$ cat src/rtl/bp_update_ctrl_pkg.sv
// Shared definitions for the branch predictor update controller:
// default widths, PT counter encodings, controller states and the
// 2-bit saturating counter update.
package bp_update_ctrl_pkg;

    localparam int unsigned PtIdxBitsDef  = 8;
    localparam int unsigned BtbIdxBitsDef = 4;
    localparam int unsigned TagBitsDef    = 26;
    localparam int unsigned BhrBitsDef    = 8;
    localparam int unsigned DBitsDef      = 32;

    typedef enum logic [1:0] {
        PtSnt = 2'd0,
        PtWnt = 2'd1,
        PtWt  = 2'd2,
        PtSt  = 2'd3
    } pt_cnt_e;

    // Tables come out of the init sweep as weakly not-taken.
    localparam logic [1:0] PtInit = PtWnt;

    typedef enum logic {
        StInit = 1'b0,
        StRun  = 1'b1
    } bp_state_e;

    // Saturating 2-bit counter step towards the resolved direction.
    function automatic logic [1:0] pt_next(input logic [1:0] cnt, input logic taken);
        if (taken) begin
            return (cnt == PtSt) ? PtSt : cnt + 2'd1;
        end
        return (cnt == PtSnt) ? PtSnt : cnt - 2'd1;
    endfunction

endpackage

$ cat src/rtl/bp_upd_fifo.sv
// Two-entry valid/ready FIFO holding resolved-branch updates.
// Ready depends only on the occupancy register, never on the read side.
module bp_upd_fifo #(
    parameter int unsigned Width = 8
) (
    input  logic             clk_i,
    input  logic             rst_ni,
    input  logic             wvalid_i,
    output logic             wready_o,
    input  logic [Width-1:0] wdata_i,
    output logic             rvalid_o,
    input  logic             rready_i,
    output logic [Width-1:0] rdata_o
);

    logic [Width-1:0] mem_q [2];
    logic             wptr_q, rptr_q;
    logic [1:0]       cnt_q, cnt_d;
    logic             push, pop;

    assign wready_o = (cnt_q != 2'd2);
    assign rvalid_o = (cnt_q != 2'd0);
    assign rdata_o  = mem_q[rptr_q];
    assign push     = wvalid_i && wready_o;
    assign pop      = rready_i && rvalid_o;

    // Occupancy after this cycle's push/pop.
    always_comb begin
        cnt_d = cnt_q;
        if (push && !pop) cnt_d = cnt_q + 2'd1;
        if (pop && !push) cnt_d = cnt_q - 2'd1;
    end

    // Storage and pointers.
    always_ff @(posedge clk_i or negedge rst_ni) begin
        if (!rst_ni) begin
            mem_q[0] <= '0;
            mem_q[1] <= '0;
            wptr_q   <= 1'b0;
            rptr_q   <= 1'b0;
            cnt_q    <= 2'd0;
        end else begin
            if (push) begin
                mem_q[wptr_q] <= wdata_i;
                wptr_q        <= ~wptr_q;
            end
            if (pop) rptr_q <= ~rptr_q;
            cnt_q <= cnt_d;
        end
    end

endmodule

$ cat src/rtl/bp_update_ctrl.sv
// Single writer of the branch predictor state (PT, BTB, BHR). Sweeps both
// tables after reset with fetch stalled, then drains queued AGEX updates
// one per cycle into the table write ports.
module bp_update_ctrl
    import bp_update_ctrl_pkg::*;
#(
    parameter int unsigned PT_IDX_BITS  = PtIdxBitsDef,
    parameter int unsigned BTB_IDX_BITS = BtbIdxBitsDef,
    parameter int unsigned TAG_BITS     = TagBitsDef,
    parameter int unsigned BHR_BITS     = BhrBitsDef,
    parameter int unsigned DBITS        = DBitsDef
) (
    input  logic                    clk_i,
    input  logic                    rst_ni,
    input  logic                    upd_valid_i,
    output logic                    upd_ready_o,
    input  logic                    upd_is_cond_i,
    input  logic                    upd_taken_i,
    input  logic [PT_IDX_BITS-1:0]  upd_pt_idx_i,
    input  logic [1:0]              upd_pt_old_i,
    input  logic [BTB_IDX_BITS-1:0] upd_btb_idx_i,
    input  logic [TAG_BITS-1:0]     upd_tag_i,
    input  logic [DBITS-1:0]        upd_target_i,
    output logic                    fe_stall_o,
    output logic                    pt_we_o,
    output logic [PT_IDX_BITS-1:0]  pt_waddr_o,
    output logic [1:0]              pt_wdata_o,
    output logic                    btb_we_o,
    output logic [BTB_IDX_BITS-1:0] btb_waddr_o,
    output logic                    btb_wvalid_o,
    output logic [TAG_BITS-1:0]     btb_wtag_o,
    output logic [DBITS-1:0]        btb_wtarget_o,
    output logic [BHR_BITS-1:0]     bhr_o
);

    localparam int unsigned SwBits = (PT_IDX_BITS > BTB_IDX_BITS) ? PT_IDX_BITS : BTB_IDX_BITS;
    localparam int unsigned EntW   = 2 + PT_IDX_BITS + 2 + BTB_IDX_BITS + TAG_BITS + DBITS;
    localparam logic [SwBits-1:0] SwLast = '1;

    bp_state_e              state_q;
    logic [SwBits-1:0]      sweep_q;
    logic [BHR_BITS-1:0]    bhr_q;
    logic                   fwd_valid_q;
    logic [PT_IDX_BITS-1:0] fwd_idx_q;
    logic [1:0]             fwd_cnt_q;

    logic                    run;
    logic                    fifo_wready, head_valid;
    logic [EntW-1:0]         head;
    logic                    h_is_cond, h_taken;
    logic [PT_IDX_BITS-1:0]  h_pt_idx;
    logic [1:0]              h_pt_old, pt_base, pt_new;
    logic [BTB_IDX_BITS-1:0] h_btb_idx;
    logic [TAG_BITS-1:0]     h_tag;
    logic [DBITS-1:0]        h_target;
    logic                    pt_in_range, btb_in_range;

    assign run = (state_q == StRun);

    bp_upd_fifo #(
        .Width (EntW)
    ) u_fifo (
        .clk_i    (clk_i),
        .rst_ni   (rst_ni),
        .wvalid_i (upd_valid_i && run),
        .wready_o (fifo_wready),
        .wdata_i  ({upd_is_cond_i, upd_taken_i, upd_pt_idx_i, upd_pt_old_i,
                    upd_btb_idx_i, upd_tag_i, upd_target_i}),
        .rvalid_o (head_valid),
        .rready_i (run),
        .rdata_o  (head)
    );

    assign {h_is_cond, h_taken, h_pt_idx, h_pt_old, h_btb_idx, h_tag, h_target} = head;

    // The PT read at fetch may predate the previous drained write to the same index.
    assign pt_base = (fwd_valid_q && (fwd_idx_q == h_pt_idx)) ? fwd_cnt_q : h_pt_old;
    assign pt_new  = pt_next(pt_base, h_taken);

    assign pt_in_range  = ((sweep_q >> PT_IDX_BITS) == '0);
    assign btb_in_range = ((sweep_q >> BTB_IDX_BITS) == '0);

    assign upd_ready_o = run && fifo_wready;
    assign fe_stall_o  = !run;
    assign bhr_o       = bhr_q;

    // Write ports: sweep writes during init, queue head writes during run.
    always_comb begin
        pt_we_o       = 1'b0;
        pt_waddr_o    = '0;
        pt_wdata_o    = '0;
        btb_we_o      = 1'b0;
        btb_waddr_o   = '0;
        btb_wvalid_o  = 1'b0;
        btb_wtag_o    = '0;
        btb_wtarget_o = '0;
        if (!run) begin
            if (pt_in_range) begin
                pt_we_o    = 1'b1;
                pt_waddr_o = sweep_q[PT_IDX_BITS-1:0];
                pt_wdata_o = PtInit;
            end
            if (btb_in_range) begin
                btb_we_o    = 1'b1;
                btb_waddr_o = sweep_q[BTB_IDX_BITS-1:0];
            end
        end else if (head_valid) begin
            if (h_is_cond) begin
                pt_we_o    = 1'b1;
                pt_waddr_o = h_pt_idx;
                pt_wdata_o = pt_new;
            end
            if (h_taken) begin
                btb_we_o      = 1'b1;
                btb_waddr_o   = h_btb_idx;
                btb_wvalid_o  = 1'b1;
                btb_wtag_o    = h_tag;
                btb_wtarget_o = h_target;
            end
        end
        // No table writes while reset is held.
        if (!rst_ni) begin
            pt_we_o  = 1'b0;
            btb_we_o = 1'b0;
        end
    end

    // Controller FSM: init sweep, then history and forward register upkeep.
    always_ff @(posedge clk_i or negedge rst_ni) begin
        if (!rst_ni) begin
            state_q     <= StInit;
            sweep_q     <= '0;
            bhr_q       <= '0;
            fwd_valid_q <= 1'b0;
            fwd_idx_q   <= '0;
            fwd_cnt_q   <= '0;
        end else begin
            case (state_q)
                StInit: begin
                    sweep_q <= sweep_q + 1'b1;
                    if (sweep_q == SwLast) state_q <= StRun;
                end
                StRun: begin
                    if (head_valid) begin
                        if (h_is_cond) begin
                            bhr_q       <= {bhr_q[BHR_BITS-2:0], h_taken};
                            fwd_valid_q <= 1'b1;
                            fwd_idx_q   <= h_pt_idx;
                            fwd_cnt_q   <= pt_new;
                        end else begin
                            fwd_valid_q <= 1'b0;
                        end
                    end
                end
                default: state_q <= StInit;
            endcase
        end
    end

endmodule

$ cat config.mk
export PLATFORM = sky130hd
export DESIGN_NAME = bp_update_ctrl
export DESIGN_NICKNAME = d
export VERILOG_FILES = /design/src/rtl/bp_update_ctrl_pkg.sv /design/src/rtl/bp_upd_fifo.sv /design/src/rtl/bp_update_ctrl.sv
export SDC_FILE = /design/constraint.sdc
export NUM_CORES = 1
export LEC_CHECK = 0
export CAP_MARGIN = 20
export CELL_PAD_IN_SITES_DETAIL_PLACEMENT = 2
export CELL_PAD_IN_SITES_GLOBAL_PLACEMENT = 2
export CORE_UTILIZATION = 35
export DETAILED_ROUTE_END_ITERATION = 6
export PLACE_DENSITY_LB_ADDON = 0.05
export SYNTH_ARGS = -nofsm -noshare
export SYNTH_HDL_FRONTEND = slang
export SYNTH_SLANG_ARGS = --single-unit
$ cat constraint.sdc
create_clock -name clk_i -period 3 [get_ports clk_i]
set_clock_uncertainty 0.2 [all_clocks]
set_input_delay 0.6 -clock clk_i [delete_from_list [all_inputs] [get_ports clk_i]]
set_output_delay 0.6 -clock clk_i [all_outputs]
set_load 0.03 [all_outputs]
==> results of run 1 <==
[cell usage in the layout, fill, tap and decap left out, types with 10 or more instances in the layout]
| master | instances |
|---|---|
| clkbuf_2 | 19 |
| nor2_1 | 61 |
| buf_4 | 45 |
| clkdlybuf4s15_2 | 15 |
| clkdlybuf4s50_1 | 84 |
| buf_2 | 15 |
| mux2_2 | 158 |
| clkbuf_16 | 18 |
| xnor2_1 | 15 |
| buf_6 | 11 |
| dfrtp_1 | 179 |
| o21ai_0 | 10 |
| nand2_1 | 20 |
| mux2i_1 | 65 |
| buf_12 | 15 |
[cells by family (layout without fill, tap and decap cells)]
logic type | after synthesis | count (layout)
AND/OR/NAND/NOR | 103 | 103
XOR/XNOR | 19 | 19
flip-flops | 180 | 180
adder cells (fa/ha/maj) | 4 | 4
multiplexers | 236 | 236
AO/OA/AOI/OAI | 29 | 29
buffers and inverters | 44 | 250
[layer usage]
| metal | GRT usage | vias to the layer above | part of all wire |
|---|---|---|---|
| met2 | 0.362 | 103 | 0.53 |
| li1 | - | 2528 | - |
| met3 | 0.0550 | 15 | 0.045 |
| met4 | 0.0505 | 0 | 0.011 |
| met1 | 0.242 | 2909 | 0.41 |
| met5 | 0 | - | 0 |
[power groups by stage]
stage          Sequential (W)  Clock (W)  Combinational, W
2_1_floorplan         0.00247          0        0.00000430
3_3_place_gp          0.00247          0          0.000169
3_5_place_dp          0.00247          0          0.000177
4_1_cts               0.00242    0.00228          0.000178
5_1_grt               0.00242    0.00235          0.000189
6_report              0.00243    0.00219          0.000172
[how the worst max path moves through the flow]
stage	to	from	slack (ns)
3_3_place_gp	pt_wdata_o[0]	u_fifo.rptr_q	-0.04
2_1_floorplan	pt_wdata_o[1]	u_fifo.rptr_q	0.009
6_report	pt_wdata_o[1]	u_fifo.rptr_q	-0.63
4_1_cts	pt_wdata_o[1]	u_fifo.rptr_q	-0.60
5_1_grt	pt_wdata_o[0]	u_fifo.rptr_q	-0.76
3_5_place_dp	pt_wdata_o[1]	u_fifo.rptr_q	-0.16
[stage by stage]
step                 util  power (W)
global route        0.492    0.00497
detailed placement  0.456    0.00265
floorplan               -    0.00248
CTS                 0.490    0.00488
finish              0.492    0.00479
global placement    0.456    0.00264
[sequential cells by signal (all words and copies together), names as in the netlist, 2 cells and up]
name and flops:
sweep_q 8, u_fifo.mem_q 148, fwd_cnt_q 2, bhr_o 8, u_fifo.cnt_q 2, fwd_idx_q 8
[repair_timing]
| action | in CTS | in global routing |
|---|---|---|
| cloned | 1 | 1 |
| setup buffers | 5 | 3 |
| endpoints found under the setup margin | 72 | 53 |
| pin swaps | 3 | 3 |
| gates resized for setup | 179 | 67 |
[final cells by class]
| type | instances | area, um2 | area share |
|---|---|---|---|
| flip-flops and latches | 180 | 4510 | 0.405 |
| multi-input cells | 391 | 3630 | 0.326 |
| repair buffers | 210 | 2040 | 0.183 |
| clock buffers | 18 | 439 | 0.0394 |
| well taps | 285 | 357 | 0.0320 |
| clock inverters | 14 | 139 | 0.0125 |
| inverters | 8 | 30.0 | 0.00270 |
==> impl_metrics.csv, run 1 <==
group,metric,value,unit
timing,final_max_slew_viol_count,0,
cts,cts_tree,"built",
synth,async_reset_ff_frac,1.00,
placement,gp_congestion,0.809,
route,via_per_inst,5.02,
cts,cts-root-buf,"clkbuf_16",
route,ant_nets,0,
synth,synthAdderAreaFrac,0.00572,
cts,path_clk_slew,0.08,ns
min_path,holdCritPathClass,"in2async",
critical_path,cp.buffers_inverters,1,
final_layout,nets,887,
timing,min_period,3.63,ns
grt,grt_usage,0.203,
die,coreArea,22600,um2
power_and_ir_drop,power.internal,0.00371,W
grt,grt-ovfl-total,0,
critical_path,r2r_end,"fwd_cnt_q[0]",
power_and_ir_drop,p_sw,0.00108,W
route,first_iter_violations,130,
timing,holdWs,0.0455,ns
power_and_ir_drop,switching_share,0.226,
critical_path,crit_fanout,7,
synth,synth_warnings,0,
die,die-area,23800,um2
final_layout,layout.cells.non_filler,1106,
grt,antenna_found_initial,0,
synth,synth_top_family_by_area,"multiplexers",
final_layout,fillers,2152,
cts,numCtsBuffers,17,
timing,hold_viol,0,
die,io_pins,162,
final_layout,num_antenna_cells,0,
flow_run,cap_violations,0,
critical_path,slowest_stage,"dfrtp_4",
cts,clkSinkCount,180,
critical_path,cp-start-kind,"flop",
critical_path,crit_cells,8,
final_layout,syn2layout_area_growth,37.5,%
cts,cts_htree_levels,4,
synth,postSynthCellCount,615,
critical_path,crit_type,"reg2out",
synth,yosysSeqAreaShare,0.556,
synth,synth_compound_area_frac,0.0216,
critical_path,max_stage_delay,0.56,ns
timing,rsz0062_at_grt,"true",
grt,grt_pass1_wl,36.6,mm
synth,synth_top_area_frac,0.556,
placement,post-dp-hpwl,15.1,mm
placement,place_inst,1064,
power_and_ir_drop,p_per_area,430,nW/um2
critical_path,critPathCaptureType,"output port",
timing,finalCritPeriodShare,1.21,
power_and_ir_drop,peakVddDrop,0.253,mV
timing,fmax,276,MHz
route,totalWireLength,23.1,mm
final_layout,final_area,11100,um2
synth,synth.most_common_cell,"dfrtp_1",
placement,io_buffer_count,161,
synth,yosys.area.top_type,"dfrtp_1",
synth,synth.cell_area,8100,um2
synth,synth_nets,694,
die,die_x,154,um
critical_path,worstPathRequired,2.20,ns
power_and_ir_drop,clkPwrFrac,0.458,
die,row_count,55,
timing,worstMarginPinSlew,1.08,ns
critical_path,regToRegSetupSlack,-0.05,ns
synth,synth_xor_area_frac,0.0205,
placement,post_dp_cell_area,10300,um2
die,die_h,154,um
synth,yosys.area_share.simple,0.0534,
critical_path,r2r.worst_path.cells,9,
grt,grt_max_degree,181,
synth,syn_avg_cell_area,13.2,um2
cts,cts_hold_buf,0,
timing,fin_ws,-0.629,ns
critical_path,arrival,2.83,ns
route,wl_per_cell,20.9,um
power_and_ir_drop,p_leak,5.16,nW
route,routed-via-count,5555,
synth,ys_ff_latch,180,
cts,clockBufferDepth,2,
grt,grt_pass1_vias,6494,
placement,pre_cts_ws,-0.162,ns
die,initial_utilization,0.358,
synth,synth.distinct_cells,36,
synth,muxShareOfSynthArea,0.318,
critical_path,r2r_start,"u_fifo.rptr_q",
synth,synthFlopType,"dfrtp_1",
timing,slew_headroom,0.282,
power_and_ir_drop,p_comb_frac,0.036,
route,drtPass1Iterations,4,
synth,yosys-top-cells-count,"180 x dfrtp_1, 160 x mux2_2, 72 x mux2i_1",
status,outcome,"finished, violations left",
timing,setup_viol,11,
cts,clk_latency,0.43,ns
critical_path,path_delay_family,"simple AND/OR/NAND/NOR gates",
power_and_ir_drop,p_seq_frac,0.506,
route,drc,0,
synth,synth_edf_count,0,
final_layout,drive_above_1_share,0.425,
critical_path,crit_chain,"mux2i_4, xnor2_2, nor4_2, nand4_2, mux2i_2, maj3_1, nor2_2, buf_4",
synth,ys_top_cells_by_area,"dfrtp_1 56%, mux2_2 22%, mux2i_1 8.9%, nor2_1 3.0%, xnor2_1 1.8%",
timing,fin_tns_setup,-1.47,ns
status,violations,"negative setup slack",
Power figures use the tool's default switching activity.
==> run 2: changes to the inputs <==
- SETUP_SLACK_MARGIN: not set -> 0.4
==> impl_metrics.csv, run 2 (same netlist as run 1, synthesis figures left out) <==
group,metric,value,unit
status,outcome,"finished, violations left",
status,violations,"negative setup slack",
final_layout,final_area,11500,um2
flow_run,cap_violations,0,
route,via_per_inst,5.03,
cts,cts-root-buf,"clkbuf_16",
critical_path,cp-start-kind,"flop",
cts,path_clk_slew,0.07,ns
timing,slew_headroom,0.314,
final_layout,top_register,"u_fifo.mem_q",
timing,hold_viol,0,
die,die_x,154,um
route,first_iter_violations,175,
die,coreArea,22600,um2
grt,grt_usage,0.200,
placement,post-dp-hpwl,14.8,mm
timing,final_max_slew_viol_count,0,
power_and_ir_drop,p_leak,5.26,nW
timing,min_period,3.60,ns
cts,numCtsBuffers,17,
final_layout,final_cell_mix,"178 x dfrtp_1, 159 x mux2_2, 83 x clkdlybuf4s50_1",
critical_path,critPathCaptureType,"output port",
final_layout,drive_above_1_share,0.469,
die,initial_utilization,0.358,
cts,clockBufferDepth,2,
cts,clk_latency,0.43,ns
timing,finalCritPeriodShare,1.20,
cts,cts_hold_buf,0,
grt,grt_pass1_vias,6468,
route,ant_nets,0,
die,die_h,154,um
grt,grt-ovfl-total,0,
die,io_pins,162,
die,row_count,55,
route,wl_per_cell,21.1,um
grt,grt_pass1_wl,35.9,mm
final_layout,utilization,0.506,
critical_path,crit_type,"reg2out",
critical_path,crit_fanout,8,
final_layout,largest_reg_flops,148,
final_layout,nets,892,
timing,worstMarginPinSlew,1.03,ns
grt,antenna_found_initial,1,
route,routed-via-count,5590,
final_layout,final_common_cell,"dfrtp_1",
route,drtPass1Iterations,4,
placement,gp_congestion,0.808,
power_and_ir_drop,peakVddDrop,0.284,mV
cts,cts_tree,"built",
critical_path,arrival,2.80,ns
route,totalWireLength,23.4,mm
critical_path,worstPathRequired,2.20,ns
timing,setup_viol,76,
placement,io_buffer_count,161,
cts,cts_htree_levels,4,
timing,fmax,278,MHz
placement,post_dp_cell_area,10100,um2
min_path,holdCritPathClass,"in2async",
final_layout,fillers,2115,
grt,grt_max_degree,181,
placement,pre_cts_ws,-0.225,ns
cts,clkSinkCount,180,
route,drc,0,
timing,fin_ws,-0.601,ns
timing,rsz0062_at_grt,"true",
timing,holdWs,0.123,ns
die,die-area,23800,um2
power_and_ir_drop,p_per_area,411,nW/um2
final_layout,syn2layout_area_growth,41.4,%
-- run 2: cell count changes in the layout (fill, tap and decap cells not counted), moves of 18 or more --
cell      delta
buf_4       +36
nor2_1      -24
buf_6       +20
clkbuf_2    -18
-- run 2: cell type report --
class,instances,area (um2),share of cell area
Antenna cell,1,2.50,0.000218
Clock buffer,20,447,0.0390
Clock inverter,12,95.1,0.00830
Inverter,8,31.3,0.00273
Multi-Input combinational cell,392,3860,0.337
Sequential cell,180,4510,0.394
Tap cell,285,357,0.0311
Timing Repair Buffer,214,2150,0.188
-- run 2: stage by stage --
step                TNS [ns]  total power [W]  cells
floorplan                  0          0.00248    615
global placement      -0.168          0.00264   1059
detailed placement    -0.265          0.00265   1059
CTS                    -2.95          0.00478   1099
global route          -21.47          0.00488   1111
finish                -16.55          0.00471   1112
-- run 2: worst max-delay path: stages (launching register included) --
cell	delay (ns)
dfrtp_4	0.57
buf_8	0.17
mux2i_4	0.20
xnor2_2	0.19
nor3_4	0.25
nand4_4	0.16
buf_6	0.16
mux2i_1	0.12
maj3_2	0.34
nor2_4	0.09
buf_6	0.13
-- run 2: where the power goes --
part	internal (W)	switching, W
combinational	0.0000947	0.0000807
clock	0.00110	0.00101
sequential	0.00243	0
-- run 2: timing repair --
item,in CTS,in global routing
setup endpoints to repair,79,78
gates cloned,1,5
resized for setup,68,81
pin swaps,14,6
setup buffers,7,7
-- run 2: worst paths after layout --
| path | start | end | slack [ns] | depth (start not counted) |
|---|---|---|---|---|
| max | u_fifo.rptr_q | pt_wdata_o[1] | -0.60 | 10 |
| min | rst_ni | bhr_o[7] | 0.12 | 2 |
| max reg2reg | u_fifo.rptr_q | fwd_cnt_q[0] | -0.11 | 11 |
| min reg2reg | u_fifo.mem_q[82] | u_fifo.mem_q[82] | 0.31 | 1 |
| max in group asynchronous | rst_ni | u_fifo.rptr_q | 1.61 | 2 |
| min in group clk_i | u_fifo.mem_q[82] | u_fifo.mem_q[82] | 0.31 | 1 |
-- run 2: metal layers --
metal / vias to the layer above / track usage / part of all wire
li1: 2548 / - / -
met1: 2903 / 0.234 / 0.40
met2: 115 / 0.360 / 0.54
met3: 24 / 0.0471 / 0.045
met4: 0 / 0.0610 / 0.014
met5: - / 0 / 0
==> run 3: changes to the inputs <==
- CORE_UTILIZATION: 35 -> 38
- clock period: 3 -> 4.6 ns (I/O delays scaled with it)
==> impl_metrics.csv, run 3 (same netlist as run 1, synthesis figures left out) <==
group,metric,value,unit
timing,fin_tns_setup,0,ns
timing,holdWs,0.284,ns
cts,numCtsBuffers,17,
power_and_ir_drop,p_sw,0.000728,W
route,totalWireLength,21.5,mm
timing,final_max_slew_viol_count,0,
power_and_ir_drop,p_per_area,296,nW/um2
die,die-area,21900,um2
power_and_ir_drop,peakVddDrop,0.247,mV
die,die_x,148,um
final_layout,largest_reg_flops,148,
timing,rsz0062_at_grt,"false",
timing,worstMarginPinSlew,0.901,ns
timing,fmax,247,MHz
timing,hold_viol,0,
timing,fin_ws,0.544,ns
final_layout,layout.cells.non_filler,1066,
grt,grt-ovfl-total,0,
placement,pre_cts_ws,0.768,ns
grt,grt_pass1_vias,6261,
grt,grt_usage,0.208,
grt,grt_max_degree,69,
cts,cts_htree_levels,4,
status,outcome,"completed",
route,via_per_inst,5.08,
route,wl_per_cell,20.2,um
final_layout,syn2layout_area_growth,31.6,%
final_layout,top_register,"u_fifo.mem_q",
final_layout,drive_above_1_share,0.290,
placement,post-dp-hpwl,14.5,mm
cts,cts_tree,"built",
cts,path_clk_slew,0.07,ns
placement,gp_congestion,0.737,
critical_path,crit_chain,"mux2i_1, nor2_1, nand2_1, buf_4, o21ai_0, clkdlybuf4s50_1",
power_and_ir_drop,power.internal,0.00242,W
power_and_ir_drop,switching_share,0.231,
route,routed-via-count,5419,
timing,min_period,4.06,ns
final_layout,final_cell_mix,"178 x dfrtp_1, 160 x mux2_2, 158 x clkdlybuf4s50_1",
grt,grt_pass1_wl,34.5,mm
critical_path,crit_fanout,21,
route,first_iter_violations,158,
critical_path,worstPathRequired,3.48,ns
die,io_pins,162,
cts,clockBufferDepth,2,
power_and_ir_drop,p_leak,4.76,nW
route,drc,0,
critical_path,slowest_stage,"clkdlybuf4s50_1",
route,drtPass1Iterations,4,
critical_path,arrival,2.94,ns
power_and_ir_drop,clkPwrFrac,0.462,
timing,setup_viol,0,
die,row_count,53,
critical_path,cp-start-kind,"flop",
timing,slew_headroom,0.399,
timing,finalCritPeriodShare,0.882,
critical_path,critPathCaptureType,"output port",
critical_path,max_stage_delay,0.73,ns
placement,place_inst,1027,
grt,antenna_found_initial,1,
min_path,holdCritPathClass,"reg2reg",
cts,clk_latency,0.43,ns
cts,cts-root-buf,"clkbuf_16",
flow_run,cap_violations,0,
power_and_ir_drop,p_seq_frac,0.502,
final_layout,final_common_cell,"dfrtp_1",
die,coreArea,21000,um2
critical_path,crit_type,"reg2out",
die,initial_utilization,0.387,
power_and_ir_drop,p_comb_frac,0.036,
cts,clkSinkCount,180,
placement,io_buffer_count,161,
route,ant_nets,0,
final_layout,nets,856,
die,die_h,148,um
[run 3: cell count changes in the layout (fill, tap and decap cells not counted), sizes merged]
cell,delta
nand2,-1
clkbuf,-6
buf,-105
dlygate4sd2,-1
clkinv,-1
clkdlybuf4s50,+75
inv,+2
bufinv,+1
[run 3: repair_timing]
item,CTS,global route
hold buffers,0,0
endpoints found under the setup margin,4,25
setup buffers,1,5
resized for setup,0,4
pin swaps,0,1
[run 3: power by group through the flow]
stage | Sequential (W) | Combinational, W | Clock, W
3_5_place_dp | 0.00161 | 0.000117 | 0
2_1_floorplan | 0.00161 | 0.00000281 | 0
3_3_place_gp | 0.00161 | 0.000111 | 0
4_1_cts | 0.00158 | 0.000118 | 0.00149
5_1_grt | 0.00158 | 0.000125 | 0.00156
6_report | 0.00158 | 0.000114 | 0.00145
[run 3: path summary, 6_finish.rpt]
kind	startpoint	cells past startpoint	to	slack, ns
max in group asynchronous	rst_ni	3	u_fifo.mem_q[21]	2.48
hold / removal	sweep_q[6]	1	sweep_q[6]	0.28
setup / recovery	u_fifo.rptr_q	6	pt_waddr_o[0]	0.54
hold reg to reg	sweep_q[6]	1	sweep_q[6]	0.28
setup reg to reg	run	5	u_fifo.mem_q[71]	1.56
min in group asynchronous	rst_ni	2	u_fifo.mem_q[6]	0.44
[run 3: area by class of cell]
class	instances	area (um2)
clock buffer	18	439
tap	275	344
antenna	1	2.50
fill	2041	10300
timing repair buffer	179	1760
multi-input combinational	391	3430
sequential	180	4510
inverter	8	30.0
clock inverter	14	140
[run 3: worst max-delay path: cells and delay by family, from the launching register on]
| kind | cells | cell delay [ns] |
|---|---|---|
| buffers and inverters | 2 | 0.96 |
| DFF | 1 | 0.55 |
| and+or+nand+nor | 2 | 0.52 |
| AOI/OAI and AO/OA | 1 | 0.32 |
| muxes | 1 | 0.14 |
[run 3: metrics by stage]
step                      utilization  total power, W  cell area, um2
after CTS                       0.506         0.00319           10600
after floorplan                     -         0.00162            8100
after global placement          0.478         0.00172           10000
after global routing            0.508         0.00326           10700
final                           0.509         0.00315           10700
after detailed placement        0.478         0.00173           10000
[run 3: metal layers]
metal / part of all wire / wire length, um / track usage
met5: 0 / 0 / 0
met4: 0.018 / 391 / 0.0655
met3: 0.044 / 949 / 0.0522
met2: 0.51 / 11000 / 0.357
met1: 0.43 / 9190 / 0.257
